[config.mk]
export PLATFORM = sky130hd
export DESIGN_NAME = tlb_cmd_engine_flat
export DESIGN_NICKNAME = d
export VERILOG_FILES = /design/src/rtl/tlb_cmd_engine_if.sv /design/src/rtl/tlb_cmd_engine.sv /design/src/flat_wrapper.sv
export SDC_FILE = /design/constraint.sdc
export NUM_CORES = 1
export LEC_CHECK = 0
export CELL_PAD_IN_SITES_DETAIL_PLACEMENT = 0
export CELL_PAD_IN_SITES_GLOBAL_PLACEMENT = 1
export CORE_MARGIN = 4
export CORE_UTILIZATION = 32
export CTS_BUF_LIST = sky130_fd_sc_hd__clkbuf_8 sky130_fd_sc_hd__clkbuf_16
export DETAILED_ROUTE_END_ITERATION = 12
export HOLD_SLACK_MARGIN = 0.05
export PLACE_DENSITY_LB_ADDON = 0.1
export SETUP_SLACK_MARGIN = 0.4
export SLEW_MARGIN = 20
export SYNTH_ARGS = -nofsm -noshare
export SYNTH_HDL_FRONTEND = slang
export SYNTH_SLANG_ARGS = --single-unit
[constraint.sdc]
create_clock -name clk -period 2.45 [get_ports clk]
set_clock_uncertainty 0.1 [all_clocks]
set_input_delay 0.49 -clock clk [delete_from_list [all_inputs] [get_ports clk]]
set_output_delay 0.49 -clock clk [all_outputs]
set_load 0.03 [all_outputs]
[src/rtl/tlb_cmd_engine_if.sv]
// -----------------------------------------------------------------------------
// tlb_cmd_engine_if
// Command/response handshake bundle between the CSR/TLB-instruction logic
// (master) and tlb_cmd_engine (slave).
//
// Signals:
//   cmd_valid / cmd_ready   command handshake
//   cmd_op                  0 SRCH, 1 RD, 2 WR, 3 FILL, 4 INV, 5-7 illegal
//   cmd_index               RD/WR index
//   cmd_entry               WR/FILL entry (packed 89-bit ENT)
//   cmd_vppn / cmd_va_bit12 / cmd_asid / cmd_invop   SRCH/INV operands
//   rsp_valid / rsp_ready   response handshake
//   rsp_found / rsp_index / rsp_entry / rsp_err / rsp_inv_cnt   results
// -----------------------------------------------------------------------------
interface tlb_cmd_engine_if #(
    parameter int unsigned TLBNUM = 16
);
    localparam int unsigned IW = $clog2(TLBNUM);

    logic          cmd_valid;
    logic          cmd_ready;
    logic [2:0]    cmd_op;
    logic [IW-1:0] cmd_index;
    logic [88:0]   cmd_entry;
    logic [18:0]   cmd_vppn;
    logic          cmd_va_bit12;
    logic [9:0]    cmd_asid;
    logic [4:0]    cmd_invop;

    logic          rsp_valid;
    logic          rsp_ready;
    logic          rsp_found;
    logic [IW-1:0] rsp_index;
    logic [88:0]   rsp_entry;
    logic          rsp_err;
    logic [IW:0]   rsp_inv_cnt;

    modport master (
        output cmd_valid, cmd_op, cmd_index, cmd_entry, cmd_vppn, cmd_va_bit12,
               cmd_asid, cmd_invop, rsp_ready,
        input  cmd_ready, rsp_valid, rsp_found, rsp_index, rsp_entry, rsp_err,
               rsp_inv_cnt
    );

    modport slave (
        input  cmd_valid, cmd_op, cmd_index, cmd_entry, cmd_vppn, cmd_va_bit12,
               cmd_asid, cmd_invop, rsp_ready,
        output cmd_ready, rsp_valid, rsp_found, rsp_index, rsp_entry, rsp_err,
               rsp_inv_cnt
    );
endinterface

[src/rtl/tlb_cmd_engine.sv]
// -----------------------------------------------------------------------------
// tlb_cmd_engine
// Initiator side of the TLB: executes TLBSRCH, TLBRD, TLBWR, TLBFILL and INVTLB
// against a combinational TLB through its search port 1, read port and write
// port. INVTLB walks every entry (read, evaluate, write back with e=0), one
// entry per two cycles.
//
// Optional feature macro: TLB_FILL_LFSR_EN
//   defined   : FILL index = low IW bits of a 16-bit Fibonacci LFSR
//               (taps 16,14,13,11, seed 16'hACE1, advances every clock)
//   undefined : FILL index = round-robin counter, advanced after each FILL
//
// Ports:
//   clk, resetn                      clock, asynchronous active-low reset
//   bus (tlb_cmd_engine_if.slave)    command / response handshake
//   s_vppn, s_va_bit12, s_asid       -> TLB search port 1
//   s_found, s_index                 <- TLB search port 1
//   r_index / r_entry                -> / <- TLB read port
//   we, w_index, w_entry             -> TLB write port
//
// ENT layout: [88]e [87:69]vppn [68:63]ps [62:53]asid [52]g [51:32]ppn0
//   [31:30]plv0 [29:28]mat0 [27]d0 [26]v0 [25:6]ppn1 [5:4]plv1 [3:2]mat1
//   [1]d1 [0]v1
// -----------------------------------------------------------------------------
module tlb_cmd_engine #(
    parameter  int unsigned TLBNUM = 16,
    localparam int unsigned IW     = $clog2(TLBNUM)
) (
    input  logic          clk,
    input  logic          resetn,
    tlb_cmd_engine_if.slave bus,
    output logic [18:0]   s_vppn,
    output logic          s_va_bit12,
    output logic [9:0]    s_asid,
    input  logic          s_found,
    input  logic [IW-1:0] s_index,
    output logic [IW-1:0] r_index,
    input  logic [88:0]   r_entry,
    output logic          we,
    output logic [IW-1:0] w_index,
    output logic [88:0]   w_entry
);

    typedef enum logic [2:0] {StIdle, StExec, StInvRd, StInvWr, StResp} state_e;

    state_e        r_state;
    logic          r_cmd_ready;
    logic [2:0]    r_op;
    logic [18:0]   r_vppn;
    logic [9:0]    r_asid;
    logic [4:0]    r_invop;
    logic [IW-1:0] r_walk;
    logic [IW:0]   r_inv_cnt;
    logic          r_rsp_valid;
    logic          r_rsp_found;
    logic [IW-1:0] r_rsp_index;
    logic [88:0]   r_rsp_entry;
    logic          r_rsp_err;

    logic          w_illegal;
    logic [IW-1:0] w_fill_idx;
    logic          w_g;
    logic          w_a;
    logic          w_v;
    logic          w_hit;

    assign bus.cmd_ready   = r_cmd_ready;
    assign bus.rsp_valid   = r_rsp_valid;
    assign bus.rsp_found   = r_rsp_found;
    assign bus.rsp_index   = r_rsp_index;
    assign bus.rsp_entry   = r_rsp_entry;
    assign bus.rsp_err     = r_rsp_err;
    assign bus.rsp_inv_cnt = r_inv_cnt;

    // Ops 5-7 are undefined; INVTLB only defines invop 0..6.
    assign w_illegal = (bus.cmd_op > 3'd4) || ((bus.cmd_op == 3'd4) && (bus.cmd_invop > 5'd6));

    // INVTLB match terms for the entry currently on the read port.
    assign w_g = r_entry[52];
    assign w_a = (r_entry[62:53] == r_asid);
    // A 4 MB page (ps=21) ignores the low 10 vppn bits.
    assign w_v = (r_entry[87:79] == r_vppn[18:10]) &&
                 ((r_entry[68:63] == 6'd21) || (r_entry[78:69] == r_vppn[9:0]));

    always_comb begin
        w_hit = 1'b0;
        case (r_invop)
            5'd0, 5'd1: w_hit = 1'b1;
            5'd2:       w_hit = w_g;
            5'd3:       w_hit = !w_g;
            5'd4:       w_hit = !w_g && w_a;
            5'd5:       w_hit = !w_g && w_a && w_v;
            5'd6:       w_hit = (w_g || w_a) && w_v;
            default:    w_hit = 1'b0;
        endcase
        w_hit = w_hit && r_entry[88];
    end

`ifdef TLB_FILL_LFSR_EN
    logic [15:0] r_lfsr;

    always_ff @(posedge clk or negedge resetn) begin
        if (!resetn) begin
            r_lfsr <= 16'hACE1;
        end else begin
            r_lfsr <= {r_lfsr[14:0], r_lfsr[15] ^ r_lfsr[13] ^ r_lfsr[12] ^ r_lfsr[10]};
        end
    end

    assign w_fill_idx = r_lfsr[IW-1:0];
`else
    logic [IW-1:0] r_fill_cnt;
    logic          w_fill_take;

    assign w_fill_take = r_cmd_ready && bus.cmd_valid && (bus.cmd_op == 3'd3);

    always_ff @(posedge clk or negedge resetn) begin
        if (!resetn) begin
            r_fill_cnt <= '0;
        end else if (w_fill_take) begin
            r_fill_cnt <= (r_fill_cnt == IW'(TLBNUM - 1)) ? '0 : r_fill_cnt + IW'(1);
        end
    end

    assign w_fill_idx = r_fill_cnt;
`endif

    always_ff @(posedge clk or negedge resetn) begin
        if (!resetn) begin
            r_state     <= StIdle;
            r_cmd_ready <= 1'b1;
            r_op        <= '0;
            r_vppn      <= '0;
            r_asid      <= '0;
            r_invop     <= '0;
            r_walk      <= '0;
            r_inv_cnt   <= '0;
            r_rsp_valid <= 1'b0;
            r_rsp_found <= 1'b0;
            r_rsp_index <= '0;
            r_rsp_entry <= '0;
            r_rsp_err   <= 1'b0;
            s_vppn      <= '0;
            s_va_bit12  <= 1'b0;
            s_asid      <= '0;
            r_index     <= '0;
            we          <= 1'b0;
            w_index     <= '0;
            w_entry     <= '0;
        end else begin
            // TLB port drives are idle unless the next state needs them,
            // so at most one port is active in any cycle.
            s_vppn     <= '0;
            s_va_bit12 <= 1'b0;
            s_asid     <= '0;
            r_index    <= '0;
            we         <= 1'b0;
            w_index    <= '0;
            w_entry    <= '0;

            case (r_state)
                StIdle: begin
                    if (bus.cmd_valid) begin
                        r_cmd_ready <= 1'b0;
                        r_op        <= bus.cmd_op;
                        r_vppn      <= bus.cmd_vppn;
                        r_asid      <= bus.cmd_asid;
                        r_invop     <= bus.cmd_invop;
                        r_rsp_found <= 1'b0;
                        r_rsp_index <= '0;
                        r_rsp_entry <= '0;
                        if (w_illegal) begin
                            r_rsp_err   <= 1'b1;
                            r_rsp_valid <= 1'b1;
                            r_state     <= StResp;
                        end else if (bus.cmd_op == 3'd4) begin
                            r_walk    <= '0;
                            r_inv_cnt <= '0;
                            r_index   <= '0;
                            r_state   <= StInvRd;
                        end else begin
                            r_state <= StExec;
                            case (bus.cmd_op)
                                3'd0: begin
                                    s_vppn     <= bus.cmd_vppn;
                                    s_va_bit12 <= bus.cmd_va_bit12;
                                    s_asid     <= bus.cmd_asid;
                                end
                                3'd1: r_index <= bus.cmd_index;
                                3'd2: begin
                                    we      <= 1'b1;
                                    w_index <= bus.cmd_index;
                                    w_entry <= bus.cmd_entry;
                                end
                                3'd3: begin
                                    we      <= 1'b1;
                                    w_index <= w_fill_idx;
                                    w_entry <= bus.cmd_entry;
                                end
                                default: ;
                            endcase
                        end
                    end
                end

                StExec: begin
                    case (r_op)
                        3'd0: begin
                            r_rsp_found <= s_found;
                            r_rsp_index <= s_index;
                        end
                        3'd1:    r_rsp_entry <= r_entry;
                        3'd3:    r_rsp_index <= w_index;
                        default: ;
                    endcase
                    r_rsp_valid <= 1'b1;
                    r_state     <= StResp;
                end

                StInvRd: begin
                    if (w_hit) begin
                        we        <= 1'b1;
                        w_index   <= r_walk;
                        w_entry   <= {1'b0, r_entry[87:0]};
                        r_inv_cnt <= r_inv_cnt + (IW + 1)'(1);
                    end
                    r_state <= StInvWr;
                end

                StInvWr: begin
                    if (r_walk == IW'(TLBNUM - 1)) begin
                        r_rsp_valid <= 1'b1;
                        r_state     <= StResp;
                    end else begin
                        r_walk  <= r_walk + IW'(1);
                        r_index <= r_walk + IW'(1);
                        r_state <= StInvRd;
                    end
                end

                StResp: begin
                    if (bus.rsp_ready) begin
                        r_rsp_valid <= 1'b0;
                        r_rsp_err   <= 1'b0;
                        r_inv_cnt   <= '0;
                        r_cmd_ready <= 1'b1;
                        r_state     <= StIdle;
                    end
                end

                default: begin
                    r_cmd_ready <= 1'b1;
                    r_state     <= StIdle;
                end
            endcase
        end
    end

endmodule
[src/flat_wrapper.sv]
// flat-port wrapper written by rule: the top's interface ports become plain ports
module tlb_cmd_engine_flat 
#(
    parameter  int unsigned TLBNUM = 16,
    localparam int unsigned IW     = $clog2(TLBNUM)
)
  (clk, resetn, s_vppn, s_va_bit12, s_asid, s_found, s_index, r_index, r_entry, we, w_index, w_entry, bus_cmd_valid, bus_cmd_op, bus_cmd_index, bus_cmd_entry, bus_cmd_vppn, bus_cmd_va_bit12, bus_cmd_asid, bus_cmd_invop, bus_rsp_ready, bus_cmd_ready, bus_rsp_valid, bus_rsp_found, bus_rsp_index, bus_rsp_entry, bus_rsp_err, bus_rsp_inv_cnt);
  tlb_cmd_engine_if #(.TLBNUM(TLBNUM)) bus_i ();
  input  logic clk;
  input  logic resetn;
  output logic [18:0] s_vppn;
  output logic s_va_bit12;
  output logic [9:0] s_asid;
  input  logic s_found;
  input  logic [IW-1:0] s_index;
  output logic [IW-1:0] r_index;
  input  logic [88:0] r_entry;
  output logic we;
  output logic [IW-1:0] w_index;
  output logic [88:0] w_entry;
  input wire logic [$bits(bus_i.cmd_valid)-1:0] bus_cmd_valid;
  input wire logic [$bits(bus_i.cmd_op)-1:0] bus_cmd_op;
  input wire logic [$bits(bus_i.cmd_index)-1:0] bus_cmd_index;
  input wire logic [$bits(bus_i.cmd_entry)-1:0] bus_cmd_entry;
  input wire logic [$bits(bus_i.cmd_vppn)-1:0] bus_cmd_vppn;
  input wire logic [$bits(bus_i.cmd_va_bit12)-1:0] bus_cmd_va_bit12;
  input wire logic [$bits(bus_i.cmd_asid)-1:0] bus_cmd_asid;
  input wire logic [$bits(bus_i.cmd_invop)-1:0] bus_cmd_invop;
  input wire logic [$bits(bus_i.rsp_ready)-1:0] bus_rsp_ready;
  output wire logic [$bits(bus_i.cmd_ready)-1:0] bus_cmd_ready;
  output wire logic [$bits(bus_i.rsp_valid)-1:0] bus_rsp_valid;
  output wire logic [$bits(bus_i.rsp_found)-1:0] bus_rsp_found;
  output wire logic [$bits(bus_i.rsp_index)-1:0] bus_rsp_index;
  output wire logic [$bits(bus_i.rsp_entry)-1:0] bus_rsp_entry;
  output wire logic [$bits(bus_i.rsp_err)-1:0] bus_rsp_err;
  output wire logic [$bits(bus_i.rsp_inv_cnt)-1:0] bus_rsp_inv_cnt;
  assign bus_i.cmd_valid = bus_cmd_valid;
  assign bus_i.cmd_op = bus_cmd_op;
  assign bus_i.cmd_index = bus_cmd_index;
  assign bus_i.cmd_entry = bus_cmd_entry;
  assign bus_i.cmd_vppn = bus_cmd_vppn;
  assign bus_i.cmd_va_bit12 = bus_cmd_va_bit12;
  assign bus_i.cmd_asid = bus_cmd_asid;
  assign bus_i.cmd_invop = bus_cmd_invop;
  assign bus_i.rsp_ready = bus_rsp_ready;
  assign bus_cmd_ready = bus_i.cmd_ready;
  assign bus_rsp_valid = bus_i.rsp_valid;
  assign bus_rsp_found = bus_i.rsp_found;
  assign bus_rsp_index = bus_i.rsp_index;
  assign bus_rsp_entry = bus_i.rsp_entry;
  assign bus_rsp_err = bus_i.rsp_err;
  assign bus_rsp_inv_cnt = bus_i.rsp_inv_cnt;
  tlb_cmd_engine #(.TLBNUM(TLBNUM)) u_core (.clk(clk), .resetn(resetn), .bus(bus_i), .s_vppn(s_vppn), .s_va_bit12(s_va_bit12), .s_asid(s_asid), .s_found(s_found), .s_index(s_index), .r_index(r_index), .r_entry(r_entry), .we(we), .w_index(w_index), .w_entry(w_entry));
endmodule
* Word-level counts from Yosys, hierarchy flattened *
Cells that the tools add are included.

cells by class
  bitwise logic cells = 1
  $lt $le $gt $ge = 2
  add/sub/neg operators = 3
  equality and inequality tests = 33
  reduce and logical (&&, ||, !) cells = 34
  mux-type cells = 75

operators with widths
  operator                                                          number
  89-bit 2-to-1 mux                                                 6
  89-bit case mux with 2 select lines                               2
  19-bit 2-to-1 mux                                                 5
  88-bit 2-to-1 mux                                                 1
  4-bit 2-to-1 mux                                                  15
  10-bit 2-to-1 mux                                                 5
  4-bit case mux with 2 select lines                                6
  5-bit 2-to-1 mux                                                  5
  10-bit == test                                                    2
  1-bit 2-to-1 mux                                                  17
  3-bit by 2-bit == test with 1-bit output (second input constant)  5
  5-bit by 3-bit == test with 1-bit output (second input constant)  3
  3-bit case mux with 5 select lines                                1
  5-bit case mux with 3 select lines                                1
  3-bit 2-to-1 mux                                                  4
  3-bit AND reduction                                               4
  5-bit by 2-bit == test with 1-bit output (second input constant)  2
  2-bit by 1-bit != test with 1-bit output (second input constant)  5
  2-bit != test (second input constant)                             5
  5-bit AND reduction                                               2
  3-bit by 1-bit == test with 1-bit output (second input constant)  3
  9-bit == test                                                     1
  3-bit zero test                                                   3
  4-bit by 1-bit adder with 4-bit output (second input constant)    2
  26 further kinds                                                  43

storage, ports and cells
  bits in registers = 278
  bits of input ports = 229
  output and inout port bits = 230

* Depth between registers and ports, before layout *
Gate-level depths: netlist of run 1.

  depth in word-level cells = 8
  gate-level depth with buffers = 9

* Least setup slack after synthesis of run 1 *
Ideal clock, no wire load.

  path kind = input -> register
  start = input r_entry[66]
  end = register u_core.w_entry[10]
  arrival time = 1925 ps
  library setup time = 66 ps
  cell stages on the path = 7
  buffers on the path = 2
  path slack = 358 ps
  cell sequence = or4bb_1 nor3b_1 o221ai_2 nand2_2 buf_8 buf_8 a22o_1

between the ends
  cells in the longest elaborated chain, start to end = 8
  elaborated cells on any way between the ends = 9
  classes of those cells = eq/ne: 1; mux: 3; reduce/logical: 5

ends and longest elaborated chain
  what                                        line                                        source
  start: declaration                          flat_wrapper.sv:17                          input logic [88:0] r_entry;
  6-bit by 5-bit == test with 1-bit output *  tlb_cmd_engine.sv:83                        ((r_entry[68:63] == 6'd21) || (r_entry[78:69] == r_vppn[9:0]));
  1-bit logical OR *                          tlb_cmd_engine.sv:83
  1-bit logical AND *                         tlb_cmd_engine.sv:82                        assign w_v = (r_entry[87:79] == r_vppn[18:10]) &&
  1-bit logical AND (on tied branches)        tlb_cmd_engine.sv:93, tlb_cmd_engine.sv:92
  1-bit case mux with 6 select lines *        tlb_cmd_engine.sv:87                        case (r_invop)
  1-bit logical AND *                         tlb_cmd_engine.sv:96                        w_hit = w_hit && r_entry[88];
  88-bit 2-to-1 mux *                         tlb_cmd_engine.sv:221                       if (w_hit) begin
  89-bit case mux with 2 select lines *       tlb_cmd_engine.sv:161                       case (r_state)
  end signal: assignment                      tlb_cmd_engine.sv:193                       w_entry <= bus.cmd_entry;
  end signal: assignment                      tlb_cmd_engine.sv:198                       w_entry <= bus.cmd_entry;
  end signal: assignment                      tlb_cmd_engine.sv:224                       w_entry <= {1'b0, r_entry[87:0]};
  end: declaration                            tlb_cmd_engine.sv:41                        output logic [88:0] w_entry

Every way passes the cells marked *; elsewhere a longest branch is shown, timed or not.
A chain may end at the register's enable or synchronous reset.

* Worst setup path in the final report of run 1 *
  start = register u_core.r_invop[3]
  end = register u_core.w_entry[56]

between the ends
  cells in the longest elaborated chain, start to end = 6
  elaborated cells on any way between the ends = 12
  classes of those cells = eq/ne: 6; mux: 3; reduce/logical: 3

ends and longest elaborated chain
  what                                                                         line                   source
  start: declaration                                                           tlb_cmd_engine.sv:51   logic [4:0] r_invop;
  start signal: assignment                                                     tlb_cmd_engine.sv:168  r_invop <= bus.cmd_invop;
  5-bit by 1-bit == test with 1-bit output or 5-bit zero test (tied branches)  tlb_cmd_engine.sv:87
  2-bit OR reduction                                                           tlb_cmd_engine.sv:87
  1-bit case mux with 6 select lines *                                         tlb_cmd_engine.sv:87
  1-bit logical AND *                                                          tlb_cmd_engine.sv:96
  88-bit 2-to-1 mux *                                                          tlb_cmd_engine.sv:221
  89-bit case mux with 2 select lines *                                        tlb_cmd_engine.sv:161

Marked as above.

==> results.ini, run 1 <==
[die]
die_w_um=194
pin_count=459
die_h_um=194
rows=67
initial_core_util_pct=32.7
core_area_um2=33900
dieArea_um2=37700

[final_layout]
drive_gt1_share_pct=12.2
fin_cells=2027
final_cell_mix=303 x nand2_1, 277 x dfrtp_1, 228 x dlygate4sd2_1
regArea_um2=6960
multi_input_area_um2=3900
final_common_cell=nand2_1
nFillCells=3134
syn2layout_area_growth_pct=63.3
fin_nets=1789

[critical_path]
crit_fanout=6
reg2reg_to=u_core.w_entry[56]
crit_required_ps=2800
endpoint=u_core.w_entry[56]
path_buf_inv=3
r2r_slack_ps=80
crit_family=simple AND/OR/NAND/NOR gates
reg2reg_from=u_core.r_invop[3]
crit_path_frequent_cell=buf_12
path_depth=9
end_kind=register
path_cells=or3b_4 -> nor4_4 -> and4b_1 -> o221ai_4 -> nand2_4 -> buf_12 -> buf_12 -> buf_16 -> a22o_1
ff2ff_path_depth=9
crit_start=u_core.r_invop[3]
startpoint_type=register
crit_arrival_ps=2720
cp_slowest_cell=or3b_4
criticalPathCategory=register to register
crit_path_max_incr_delay_ps=440

[drt]
dr.pass1.iters=5
routed_wl_um=43200
dr_total_vias=9502
vias_per_cell=4.69
postRouteAntennaNets=0
avgRoutedWirePerCell_um=21.3
drt-initial-drc-count=443
drc=0

[clock_tree]
clk_path_buf_depth=3
cts_tree=done
clk_pin_slew_ps=60
htree_num_levels=2
clock-root-buffer=clkbuf_16
clk_latency_ps=510
numCtsBuffers=34
clkSinkCount=278

[power]
power.leakage_nw=9.24
vdd_ir_drop_max_v=0.000671
p_total_w=0.0188
power_density_nw_per_um2=1040

[logic_synthesis]
synth-seq-area-share_pct=62.8
synth_ff_type=dfrtp_1
synth.distinct_cells=45
yosys.area.top_type=dfrtp_1
synth.area.top_cells=dfrtp_1 63%, nand2_1 10%, a22o_1 7.4%, o21ai_0 4.4%, and2_1 1.9%
synth-async-reset-ratio_pct=100
syn-instance-count=1026
synth_fp_nets=1258
syn_area_um2=11100
yosys_register_bits=278
synth_edf_count=0
synth_top_area_share_pct=62.5
syn_area_per_cell_um2=10.8
synth_warnings=0

[run]
drv_cap=0

[timing]
period_needed_ps=2370
max_slew_margin_pct=64.1
worstMarginPinSlew_ps=538
finalHoldViolCount=0
max_freq_ghz=0.422
min_period_over_period_pct=96.7
rsz0062_at_grt=true
maxSlewViolCount=0
setup_viol=0

[status]
outcome=finished, final reports clean

[global_routing]
gr-total-overflow=0
grt_use_total_pct=21.6
grt_start_max_net_pins=69
grt_pass1_wl_um=63100
grt_pass1_vias=9774
grt_antenna_before_repair=6

[place]
hpwl_um=30400
dp_cells=1948
portBuffers=458
gp_congestion=0.805

[hold_path]
worst_hold_path_type=input pin to register
min-delay-start=r_entry[55]

[Yosys cell counts (all sizes together), types with 2 or more instances]
master	instances
nor2	13
mux2	11
nor4	7
a32oi	2
xor2	23
o2bb2ai	2
clkbuf	51
ha	3
dfrtp	277
and3	3
buf	15
nand4	7
nand2	305
nand3	6
o22ai	4
nor2b	2
a21o	3
nor3b	3
nand2b	3
nor3	5
o21a	2
or2	2
o21ai	97
a22o	94
a31oi	5
inv	9
a311oi	3
o31ai	2
and2	33
a21oi	8
mux2i	5
xnor2	11
[sequential cells by signal, summed over array words and instances (netlist names), 3 cells and up]
name                    cells
u_core.bus.rsp_entry       89
u_core.bus.rsp_index        4
u_core.bus.rsp_inv_cnt      5
u_core.r_asid              10
u_core.r_fill_cnt           4
u_core.r_index              4
u_core.r_invop              5
u_core.r_op                 3
u_core.r_state              3
u_core.r_vppn              19
u_core.r_walk               4
u_core.s_asid              10
u_core.s_vppn              19
u_core.w_entry             89
u_core.w_index              4
[per-layer routing]
metal	part of all wire [%]	wire [um]	track usage, %	vias up
met5	0.093	40	0	-
met4	2.2	939	6.02	6
met3	7.1	3060	6.38	57
met2	50	21600	37.3	300
met1	41	17500	26.4	4581
li1	-	-	-	4558
[through the flow]
stage	area (um^2)	setup WS [ps]	TNS (ps)	hold WS [ps]	utilization, %
finish	18100	80.4	0	243	53.4
global route	18100	-6.95	-17.3	268	53.4
CTS	17900	134	0	377	52.9
detailed placement	16700	-470	-38530	369	49.4
global placement	16700	-472	-38490	361	49.4
floorplan	11100	403	0	94.4	-
[power by group]
part           total, W  switching [W]  internal [W]
combinational   0.00733        0.00462       0.00271
sequential      0.00668       0.000795       0.00588
clock           0.00481        0.00191       0.00290
total            0.0188        0.00732        0.0115
[cells by family (layout without fill, tap and decap cells)]
| kind of cell | count (synthesis) | count (layout) | synth area share [%] |
|---|---|---|---|
| muxes | 16 | 16 | 1.57 |
| and+or+nand+nor | 395 | 395 | 15.2 |
| AOI/OAI and AO/OA | 225 | 225 | 14.0 |
| adders and majority gates | 3 | 3 | 0.339 |
| other | 0 | 3 | 0 |
| DFF | 278 | 278 | 62.8 |
| xor gates and xnor gates | 34 | 34 | 2.69 |
| buffers and inverters | 75 | 625 | 3.42 |
[worst min-delay path, delay by kind of cell]
| kind | cells | cell delay (ps) |
|---|---|---|
| buf+inv | 1 | 170 |
| simple gates | 1 | 70 |
| compound gates | 1 | 70 |
[cell type report]
class,count,area share [%]
Sequential cell,278,38.4
Timing Repair Buffer,561,30.8
Multi-Input combinational cell,673,21.5
Clock buffer,46,5.68
Tap cell,448,3.10
Clock inverter,9,0.228
Inverter,9,0.187
Antenna cell,3,0.0415
[worst min-delay path by stage]
stage | slack (ps) | to | cells after the start
2_1_floorplan | 90 | u_core.bus.rsp_entry[0] | 0
3_5_place_dp | 370 | u_core.bus.rsp_entry[64] | 2
4_1_cts | 380 | u_core.bus.rsp_entry[87] | 2
6_report | 240 | u_core.bus.rsp_entry[55] | 3
3_3_place_gp | 360 | u_core.bus.rsp_entry[24] | 2
5_1_grt | 270 | u_core.bus.rsp_entry[55] | 3
[repair_timing]
item / CTS / global route
pin swaps: 24 / 63
hold buffers: 1 / 0
endpoints found under the hold margin: 52 / 0
setup endpoints to repair: 328 / 107
gates cloned: 6 / 7
gates resized for setup: 258 / 11
buffers inserted: 6 / 1
(Power assumes the default switching activity.)
==> inputs of run 2 (changes only) <==
CAP_MARGIN = 20   (was not set)
clock period = 2.6 ns   (was 2.45 ns; I/O delays follow)
==> results.ini, run 2 (synthesis gave the netlist of run 1 again) <==
[critical_path]
path_cells=or3b_4 -> nor4_2 -> and4b_1 -> o221ai_2 -> buf_4 -> a311oi_2 -> o22ai_1  ; was or3b_4 -> nor4_4 -> and4b_1 -> o221ai_4 -> nand2_4 -> buf_12 -> buf_12 -> buf_16 -> a22o_1
crit_start=u_core.r_invop[3]  ; unchanged
crit_arrival_ps=2640  ; was 2720 ps
endpoint=u_core.bus.rsp_inv_cnt[4]  ; was u_core.w_entry[56]
ff2ff_path_depth=7  ; was 9
cp_slowest_cell=or3b_4  ; unchanged
reg2reg_from=u_core.r_invop[3]  ; unchanged
criticalPathCategory=register to register  ; unchanged
crit_path_max_incr_delay_ps=440  ; about the same
startpoint_type=register  ; unchanged
crit_fanout=5  ; was 6
crit_required_ps=2930  ; was 2800 ps
end_kind=register  ; unchanged
reg2reg_to=u_core.bus.rsp_inv_cnt[4]  ; was u_core.w_entry[56]
r2r_slack_ps=290  ; was 80 ps

[drt]
dr.pass1.iters=5  ; unchanged
routed_wl_um=41500  ; was 43,200 um
avgRoutedWirePerCell_um=20.8  ; was 21.3 um
dr_total_vias=9410  ; was 9,502
postRouteAntennaNets=0  ; unchanged
drc=0  ; unchanged
vias_per_cell=4.71  ; was 4.69
drt-initial-drc-count=378  ; was 443

[global_routing]
grt_use_met1_pct=27.0  ; was 26.4%
met2_usage_pct=36.1  ; was 37.3%
grt_antenna_before_repair=3  ; was 6
busiest_layer=met2  ; unchanged
gr-total-overflow=0  ; unchanged
grt_pass1_wl_um=62800  ; was 63,100 um
grt_pass1_vias=9748  ; was 9,774
grt_start_max_net_pins=79  ; was 69
grt_util_met3_pct=5.86  ; was 6.38%
grt_use_total_pct=21.3  ; was 21.6%

[die]
dieArea_um2=37700  ; unchanged
die_w_um=194  ; unchanged
die_h_um=194  ; unchanged
core_area_um2=33900  ; unchanged
pin_count=459  ; unchanged
initial_core_util_pct=32.7  ; unchanged
rows=67  ; unchanged

[power]
vdd_ir_drop_max_v=0.000543  ; was 0.000671 V
power_frac_comb_pct=38.8  ; was 39.0%
internal_power_w=0.0104  ; was 0.0115 W
power.leakage_nw=9.19  ; was 9.24 nW
switchingPower_w=0.00676  ; was 0.00732 W
netSwitchingFraction_pct=39.4  ; was 38.9%
p_clk_share_pct=24.3  ; was 25.5%
power_density_nw_per_um2=969  ; was 1040 nW/um^2
pwr-share-seq_pct=36.8  ; was 35.5%

[final_layout]
fin_nets=1759  ; was 1,789
multi_input_area_um2=3870  ; was 3900 um^2
drive_gt1_share_pct=9.95  ; was 12.2%
final_common_cell=nand2_1  ; unchanged
final_cell_mix=303 x nand2_1, 277 x dfrtp_1, 246 x clkdlybuf4s50_1  ; was 303 x nand2_1, 277 x dfrtp_1, 228 x dlygate4sd2_1
nFillCells=3138  ; was 3,134
regArea_um2=6960  ; unchanged
syn2layout_area_growth_pct=59.7  ; was 63.3%

[clock_tree]
clkSinkCount=278  ; unchanged
cts_tree=done  ; unchanged
numCtsBuffers=31  ; was 34
clock-root-buffer=clkbuf_16  ; unchanged
htree_num_levels=1  ; was 2
clk_latency_ps=560  ; was 510 ps
clk_path_buf_depth=3  ; unchanged
clk_pin_slew_ps=60  ; about the same

[run]
drv_cap=0  ; unchanged

[timing]
tns_ps=0  ; unchanged
period_needed_ps=2310  ; was 2370 ps
rsz0062_at_grt=true  ; unchanged
max_slew_margin_pct=57.5  ; was 64.1%
maxSlewViolCount=0  ; unchanged
finalHoldViolCount=0  ; unchanged
max_freq_ghz=0.434  ; was 0.422 GHz
whs_ps=295  ; was 243 ps
worstMarginPinSlew_ps=633  ; was 538 ps
min_period_over_period_pct=88.7  ; was 96.7%
setup_viol=0  ; unchanged

[hold_path]
worst_hold_path_type=input pin to asynchronous set/reset pin  ; was input pin to register

[status]
outcome=finished, final reports clean  ; unchanged

[place]
portBuffers=458  ; unchanged
hpwl_um=30300  ; was 30,400 um
gp_congestion=0.833  ; was 0.805

-- run 2: how the worst min path moves through the flow --
stage,startpoint,endpoint,slack (ps),cells after the start
2_1_floorplan,resetn,u_core.bus.rsp_entry[0],120,0
3_5_place_dp,resetn,u_core.s_asid[1],280,1
6_report,resetn,u_core.bus.rsp_entry[51],300,2
4_1_cts,resetn,u_core.bus.rsp_entry[51],270,2
5_1_grt,resetn,u_core.bus.rsp_entry[51],290,2
3_3_place_gp,resetn,u_core.s_asid[1],280,1
-- run 2: worst max-delay path: cells and delay by family (launching register included) --
kind | cells | cell delay [ps]
DFF | 1 | 390
buffers and inverters | 1 | 200
and+or+nand+nor | 3 | 970
AOI/OAI and AO/OA | 3 | 530
-- run 2: final cells by class --
cell class                 instances  area share (%)
clock inverter                    17           0.587
tap                              448            3.17
timing repair buffer             534            30.0
inverter                           9           0.191
clock buffer                      37            4.85
sequential                       278            39.3
multi-input combinational        673            21.8
antenna                            2          0.0283
-- run 2: repair_timing --
action / in CTS / in global routing
hold endpoints to repair: 193 / 0
gates cloned: 2 / 2
setup buffers: 7 / 0
endpoints found under the setup margin: 288 / 140
resized for setup: 210 / 27
hold buffers: 1 / 0
pin swaps: 10 / 23
-- run 2: per-stage QoR --
stage / instance area (um^2) / setup WS [ps] / total power [W] / utilization (%) / cells
after floorplan: 11100 / 478 / 0.0101 / - / 1026
after global placement: 16600 / -394 / 0.0135 / 49.1 / 1930
after detailed placement: 16600 / -466 / 0.0135 / 49.1 / 1930
after CTS: 17600 / 246 / 0.0173 / 51.9 / 1994
after global routing: 17700 / 189 / 0.0182 / 52.3 / 1998
final: 17700 / 293 / 0.0171 / 52.3 / 1998
-- run 2: per-layer routing --
metal	vias to the layer above	routed length, um	share of wire [%]
met5	-	13	0.031
met2	314	20400	49
met1	4544	17200	41
met3	59	2860	6.9
li1	4491	-	-
met4	2	1050	2.5
-- run 2: power groups by stage --
stage | clock network, W | registers (W) | logic (W)
3_5_place_dp | 0 | 0.00643 | 0.00711
2_1_floorplan | 0 | 0.00800 | 0.00208
6_report | 0.00417 | 0.00631 | 0.00666
3_3_place_gp | 0 | 0.00640 | 0.00707
5_1_grt | 0.00448 | 0.00648 | 0.00720
4_1_cts | 0.00429 | 0.00632 | 0.00673
==> inputs of run 3 (changes only) <==
PLACE_DENSITY = 0.79   (was not set)
PLACE_DENSITY_LB_ADDON = not set   (was 0.1)
==> results.ini, run 3 (synthesis gave the netlist of run 1 again) <==
[status]
outcome=finished, final reports clean  ; unchanged

[critical_path]
criticalPathCategory=register to register  ; unchanged
ff2ff_path_depth=9  ; was 7
end_kind=register  ; unchanged
crit_arrival_ps=2710  ; was 2640 ps
crit_required_ps=2980  ; was 2930 ps
reg2reg_from=u_core.r_invop[4]  ; was u_core.r_invop[3]
reg2reg_to=u_core.w_entry[39]  ; was u_core.bus.rsp_inv_cnt[4]
crit_fanout=8  ; was 5
r2r_slack_ps=280  ; was 290 ps
startpoint_type=register  ; unchanged

[clock_tree]
numCtsBuffers=31  ; unchanged
clk_latency_ps=550  ; was 560 ps
clock-root-buffer=clkbuf_16  ; unchanged
clk_path_buf_depth=3  ; unchanged
clkSinkCount=278  ; unchanged
htree_num_levels=1  ; unchanged
clk_pin_slew_ps=60  ; about the same
cts_tree=done  ; unchanged

[hold_path]
min_to=u_core.bus.rsp_entry[51]
worst_hold_path_type=register to register  ; was input pin to asynchronous set/reset pin
hold_depth=2
min-delay-start=u_core.bus.rsp_entry[51]

[drt]
dr.pass1.iters=5  ; unchanged
drc=0  ; unchanged
top_layer_used=met5  ; unchanged
avgRoutedWirePerCell_um=20.5  ; was 20.8 um
postRouteAntennaNets=0  ; unchanged
routed_wl_um=41500  ; about the same
wl_met2_um=20800  ; was 20,400 um
wl_met3_um=3180  ; was 2860 um
vias_per_cell=4.76  ; was 4.71
dr_total_vias=9651  ; was 9,410
wl_met1_um=16200  ; was 17,200 um
drt-initial-drc-count=414  ; was 378

[timing]
finalHoldViolCount=0  ; unchanged
max_freq_ghz=0.430  ; was 0.434 GHz
tns_ps=0  ; unchanged
period_needed_ps=2320  ; was 2310 ps
setup_ws_ps=276  ; was 293 ps
rsz0062_at_grt=true  ; unchanged
worstMarginPinSlew_ps=635  ; was 633 ps
setup_viol=0  ; unchanged
maxSlewViolCount=0  ; unchanged
whs_ps=373  ; was 295 ps
min_period_over_period_pct=89.4  ; was 88.7%
max_slew_margin_pct=57.4  ; was 57.5%

[final_layout]
final_common_cell=nand2_1  ; unchanged
drive_gt1_share_pct=12.5  ; was 9.95%
nFillCells=3080  ; was 3,138
fin_nets=1788  ; was 1,759
final_cell_mix=303 x nand2_1, 277 x dfrtp_1, 239 x clkdlybuf4s50_1  ; was 303 x nand2_1, 277 x dfrtp_1, 246 x clkdlybuf4s50_1
n_antenna_cell=0  ; was 2
post-route-util_pct=53.8  ; was 52.3%
syn2layout_area_growth_pct=64.5  ; was 59.7%

[place]
pre_cts_slack_ps=-371  ; was -466 ps
gp_congestion=0.804  ; was 0.833
hpwl_um=29400  ; was 30,300 um
portBuffers=458  ; unchanged

[die]
pin_count=459  ; unchanged
core_area_um2=33900  ; unchanged
die_w_um=194  ; unchanged
initial_core_util_pct=32.7  ; unchanged
rows=67  ; unchanged
dieArea_um2=37700  ; unchanged
die_h_um=194  ; unchanged

[power]
vdd_ir_drop_max_v=0.000708  ; was 0.000543 V
power.leakage_nw=9.58  ; was 9.19 nW
power_density_nw_per_um2=961  ; was 969 nW/um^2
p_total_w=0.0175  ; was 0.0171 W

[global_routing]
grt_antenna_before_repair=1  ; was 3
grt_use_total_pct=21.3  ; about the same
grt_pass1_wl_um=63300  ; was 62,800 um
gr-total-overflow=0  ; unchanged
grt_start_max_net_pins=72  ; was 79
grt_pass1_vias=10100  ; was 9,748

[run]
drv_cap=0  ; unchanged

-- run 3: cell types whose count changed in the layout (fill, tap and decap cells not counted), sizes merged, moves of 2 or more --
cell / previous run / this run
buf: 74 / 102
dlymetal6s2s: 21 / 30
inv: 20 / 12
clkdlybuf4s50: 246 / 239
clkinv: 4 / 10
clkbuf: 39 / 44
diode: 2 / 0
dlygate4sd2: 190 / 188
-- run 3: timing repair --
action,in CTS,in global routing
pin swaps,34,47
endpoints found under the setup margin,286,134
buffers inserted,10,6
gates resized for setup,220,35
endpoints found under the hold margin,60,0
cloned,10,2
hold buffers,1,0
-- run 3: worst max path at each step --
stage | startpoint | endpoint | slack, ps
after floorplan | r_entry[66] | u_core.w_entry[10] | 480
after global placement | r_entry[67] | u_core.w_entry[19] | -360
after detailed placement | r_entry[67] | u_core.w_entry[19] | -370
after CTS | u_core.r_invop[3] | u_core.w_entry[37] | 260
after global routing | u_core.r_invop[4] | u_core.w_entry[32] | 170
final | u_core.r_invop[4] | u_core.w_entry[39] | 280
-- run 3: per-layer routing --
metal	vias to the layer above	track usage (%)
met5	-	0
met4	2	5.91
met3	73	5.63
met2	362	37.2
met1	4669	26.0
li1	4545	-
-- run 3: critical path, cell delays in order (launching register included) --
cell	delay (ps)
dfrtp_1	390
or3b_4	430
nor3_4	120
buf_4	130
nand4_1	160
a21o_1	270
nand2_4	110
buf_12	130
bufbuf_16	270
a22o_1	140
-- run 3: final cells by class --
cell class / count / area, um^2 / share of cell area [%]
multi-input combinational: 673 / 3880 / 21.3
clock inverter: 16 / 115 / 0.631
timing repair buffer: 563 / 5760 / 31.6
tap: 448 / 561 / 3.07
sequential: 278 / 6960 / 38.2
clock buffer: 42 / 927 / 5.08
inverter: 9 / 33.8 / 0.185
-- run 3: report_power, final --
group	switching, W	leakage, nW	internal, W
sequential	0.000745	3.77	0.00554
clock	0.00180	0.530	0.00258
combinational	0.00426	5.28	0.00259
total	0.00680	9.58	0.0107
-- run 3: through the flow --
stage	std cells	area, um^2
5_1_grt	2029	18200
3_5_place_dp	1942	16700
2_1_floorplan	1026	11100
3_3_place_gp	1942	16700
6_report	2029	18200
4_1_cts	2021	18000
